`src/rtl/lfsr_tpg.sv`:
```
// Fibonacci LFSR test pattern generator for the BIST stimulus path.
// A small IDLE/RUN/DONE controller loads seeds and emits a programmed number of patterns.
module lfsr_tpg #(
  parameter int               WIDTH = 4,
  parameter logic [WIDTH-1:0] POLY  = 4'b1100,
  parameter logic [WIDTH-1:0] SEED  = 4'b1111,
  parameter int               CNT_W = 8
) (
  input  logic             clk,
  input  logic             rst,
  input  logic             start_i,
  input  logic             seed_load_i,
  input  logic [WIDTH-1:0] seed_in_i,
  input  logic [CNT_W-1:0] num_patterns_i,
  input  logic             pause_i,
  output logic [WIDTH-1:0] pattern_o,
  output logic             pattern_valid_o,
  output logic             busy_o,
  output logic             done_o,
  output logic             seed_err_o
);

  typedef enum logic [1:0] {
    S_IDLE = 2'd0,
    S_RUN  = 2'd1,
    S_DONE = 2'd2
  } state_t;

  state_t           state_q;
  logic [WIDTH-1:0] seed_q;
  logic [WIDTH-1:0] pattern_q;
  logic [CNT_W-1:0] cnt_q;
  logic [CNT_W-1:0] target_q;
  logic             seed_err_q;

  logic [WIDTH-1:0] tap_bits;
  logic             fb;
  logic [WIDTH-1:0] pattern_d;
  logic             seed_ok;
  logic [WIDTH-1:0] seed_d;
  logic             last_step;

  for (genvar gi = 0; gi < WIDTH; gi++) begin : g_taps
    assign tap_bits[gi] = pattern_q[gi] & POLY[gi];
  end

  assign fb        = ^tap_bits;
  assign pattern_d = {pattern_q[WIDTH-2:0], fb};

  // A same-cycle start sees the freshly loaded seed when it is acceptable.
  assign seed_ok   = seed_load_i && (seed_in_i != '0);
  assign seed_d    = seed_ok ? seed_in_i : seed_q;
  assign last_step = (cnt_q == target_q - CNT_W'(1));

  always_ff @(posedge clk or posedge rst) begin
    if (rst) begin
      state_q    <= S_IDLE;
      seed_q     <= SEED;
      pattern_q  <= SEED;
      cnt_q      <= '0;
      target_q   <= '0;
      seed_err_q <= 1'b0;
    end else begin
      seed_err_q <= 1'b0;
      case (state_q)
        S_IDLE: begin
          seed_q     <= seed_d;
          seed_err_q <= seed_load_i && (seed_in_i == '0);
          if (start_i) begin
            pattern_q <= seed_d;
            target_q  <= num_patterns_i;
            cnt_q     <= '0;
            state_q   <= (num_patterns_i != '0) ? S_RUN : S_DONE;
          end
        end
        S_RUN: begin
          if (!pause_i) begin
            pattern_q <= pattern_d;
            cnt_q     <= cnt_q + CNT_W'(1);
            if (last_step) state_q <= S_DONE;
          end
        end
        S_DONE: begin
          state_q <= S_IDLE;
        end
        default: begin
          state_q <= S_IDLE;
        end
      endcase
    end
  end

  assign pattern_o       = pattern_q;
  assign pattern_valid_o = (state_q == S_RUN) && !pause_i;
  assign busy_o          = (state_q != S_IDLE);
  assign done_o          = (state_q == S_DONE);
  assign seed_err_o      = seed_err_q;

endmodule

```
`config.mk`:
```
export PLATFORM = sky130hd
export DESIGN_NAME = lfsr_tpg
export DESIGN_NICKNAME = d
export VERILOG_FILES = /design/src/rtl/lfsr_tpg.sv
export SDC_FILE = /design/constraint.sdc
export NUM_CORES = 1
export LEC_CHECK = 0
export CAP_MARGIN = 10
export CORE_ASPECT_RATIO = 0.9
export CORE_MARGIN = 3
export CORE_UTILIZATION = 50
export DETAILED_ROUTE_END_ITERATION = 8
export PLACE_DENSITY = 0.72
export RECOVER_POWER = 25
export SYNTH_ARGS = -nofsm -noshare
export SYNTH_HDL_FRONTEND = slang
export SYNTH_SLANG_ARGS = --single-unit
export TNS_END_PERCENT = 10
```
`constraint.sdc`:
```
create_clock -name clk -period 2.4 [get_ports clk]
set_clock_uncertainty 0.05 [all_clocks]
set_input_delay 0.48 -clock clk [delete_from_list [all_inputs] [get_ports clk]]
set_output_delay 0.48 -clock clk [all_outputs]
set_load 0.05 [all_outputs]
```
==> results.tsv <==
metric	value	unit
cts-resized-gates	1	
clk_latency	0.33	ns
die_y	58.1	um
synth_area_leader_cell	dfrtp_1	
cts.clk_slew.worst_paths	0.15	ns
async_flop_share	100	%
cp.required	1.87	ns
worst_pin_slew	0.869	ns
rsz0062_at_grt	no	
grt_pass1_wl	5.35	mm
first_global_vias	1084	
dpl.hpwl	2.43	mm
drt-pass1-iter-count	4	
num_rows	18	
synthTopCellsByCount	19 x dfrtp_1, 18 x nor2_1, 14 x nand2_1	
coreArea	2820	um^2
netlist_instances	151	
synth_area	1510	um^2
grt-ovfl-total	0	
dr_total_vias	1192	
syn_nets	170	
numCtsBuffers	3	
io_buffers	24	
cp_cell_sequence	clkdlybuf4s50_1	
crit_path_top_delay_cell	clkdlybuf4s50_1	
tns	0	ns
track_usage	18.6	%
max_freq	0.443	GHz
final_area	1830	um^2
htree_levels	1	
maxSlewViolCount	0	
ys_types	36	
crit_path_end_kind	output port	
setup_viol	0	
cts_hold_buf	0	
critPathKind	reg -> out	
route.detailed.wl_per_inst	14.2	um
fin_crit	2.26	ns
drtAntennaViolNets	0	
ys_seq_area_share	45.5	%
place.gp.congestion	0.806	
worst_setup_path_start_kind	flip-flop	
wl	3.09	mm
postPlaceCellArea	1800	um^2
ctsRootBufferMaster	clkbuf_4	
fin_nets	198	
status	complete, no violations	
drcViolationCount	0	
hold_path.class	reg -> reg	
synthTopCellsByArea	dfrtp_1 32%, dfstp_2 14%, xnor2_1 5.8%	
synth_edf_count	0	
antenna_found_initial	0	
grt_max_degree	17	
cts.sinks	27	
areaGrowthSynthToFinish	21.3	%
via_per_inst	5.47	
critPathBufInv	1	
fp.dieW	63.9	um
syn_area_per_cell	9.98	um^2
cts_buffer_depth	2	
path_max_fanout	4	
maxCapViolations	0	
fp.dieArea	3710	um^2
grtUsageMet1	27.8	%
gr-usage-met2	27.4	%
arrival	1.73	ns
synth_ff_type	dfrtp_1	
ir_drop	0.653	mV
synth.most_common_cell	dfrtp_1	
io_pins	25	
ys_warn_count	0	
grt_use_met3	3.88	%
grt.busiest_layer	met1	
layout-drive-gt1-share	11.8	%
ys_seq_elements	27	
fin_crit_sh	94.1	%
cp_slowest_stage_delay	0.80	ns
crit_family	buffers and inverters	
first_iter_violations	55	
n_antenna_cell	0	
slew_headroom	42.1	%
start_util	53.5	%
fillers	240	
p_leak	0.758	nW
synth_top_area_share	31.6	%
finalHoldViolations	0	
cts_tree	done	
postCtsSetupBuffers	0	
power_density	1190	nW/um^2
## cell families (layout without fill, tap and decap cells)
family                     Yosys count  after routing  share of synthesized area (%)
AOI/OAI and AO/OA                   27             27                           12.5
xor gates and xnor gates            17             17                           9.88
adders and majority gates            2              2                           1.66
buffers and inverters                9             36                           3.24
DFF                                 27             27                           45.5
muxes                                8              8                           5.98
and+or+nand+nor                     61             61                           21.2
## worst register-to-register path, cell delays in order (launching register included)
cell,delay [ns]
dfrtp_1,0.49
inv_1,0.10
ha_1,0.31
xnor2_1,0.13
nor3_1,0.17
o211ai_1,0.18
a2111oi_4,0.35
a2bb2o_1,0.18
## per-stage QoR
| step | util (%) | total power (W) | worst slack (ns) | hold WS (ns) | instances |
|---|---|---|---|---|---|
| 3_5_place_dp | 63.9 | 0.00198 | 0.238 | 0.424 | 214 |
| 2_1_floorplan | - | 0.00171 | 0.567 | 0.430 | 151 |
| 6_report | 64.9 | 0.00218 | 0.142 | 0.439 | 218 |
| 3_3_place_gp | 63.9 | 0.00194 | 0.334 | 0.409 | 214 |
| 4_1_cts | 64.9 | 0.00219 | 0.0660 | 0.368 | 218 |
| 5_1_grt | 64.9 | 0.00234 | 0.0791 | 0.476 | 218 |
## sequential cells by signal (all words and copies together), names as in the netlist
| name | cells |
|---|---|
| target_q | 8 |
| seed_q | 4 |
| state_q | 2 |
| seed_err_o | 1 |
| pattern_o | 4 |
| cnt_q | 8 |
## worst paths after layout
path / endpoint / from / cells after the start / slack (ns)
min: pattern_o[1]$_DFFE_PP1P_ / pattern_o[1]$_DFFE_PP1P_ / 2 / 0.44
max in group asynchronous: target_q[6]$_DFFE_PP0P_ / rst / 3 / 0.69
min reg2reg: pattern_o[1]$_DFFE_PP1P_ / pattern_o[1]$_DFFE_PP1P_ / 2 / 0.44
max reg2reg: state_q[1]$_DFFE_PP0P_ / target_q[0]$_DFFE_PP0P_ / 7 / 0.38
min in group asynchronous: state_q[1]$_DFFE_PP0P_ / rst / 2 / 0.50
max: pattern_o[2] / pattern_o[2]$_DFFE_PP1P_ / 1 / 0.14
## placed cells by master, fill, tap and decap left out, drive strengths merged, types with 2 or more instances in the layout
master and instances:
clkdlybuf4s50 20, dfrtp 19, nor2 19, nand2 15, a21oi 10, xnor2 10
dfstp 8, mux2 8, xor2 7, o21ai 6, nand2b 5, nor3 5
inv 5, nor4 4, clkbuf 4, nand4 3, and3 3, a22oi 3
buf 3, a21o 2, nand3 2, nor2b 2, ha 2
## layer usage
layer	up-vias	wire length (um)	part of all wire (%)
met2	33	1470	47
li1	584	-	-
met4	0	13	0.42
met5	-	0	0
met3	2	183	5.9
met1	573	1430	46
## report_power, final
group	leakage, nW	total, W	switching, W	internal, W
combinational	0.422	0.00106	0.000594	0.000465
clock	0.0139	0.000208	0.000144	0.0000640
sequential	0.322	0.000915	0.000233	0.000682
## area by class of cell
cell class	instances	area (um^2)	share of cell area [%]
multi-input combinational	115	772	42.3
sequential	27	686	37.5
timing repair buffer	27	270	14.8
tap	40	50.0	2.74
clock buffer	3	22.5	1.23
inverter	5	18.8	1.03
clock inverter	1	7.51	0.411
(Power assumes the default switching activity.)
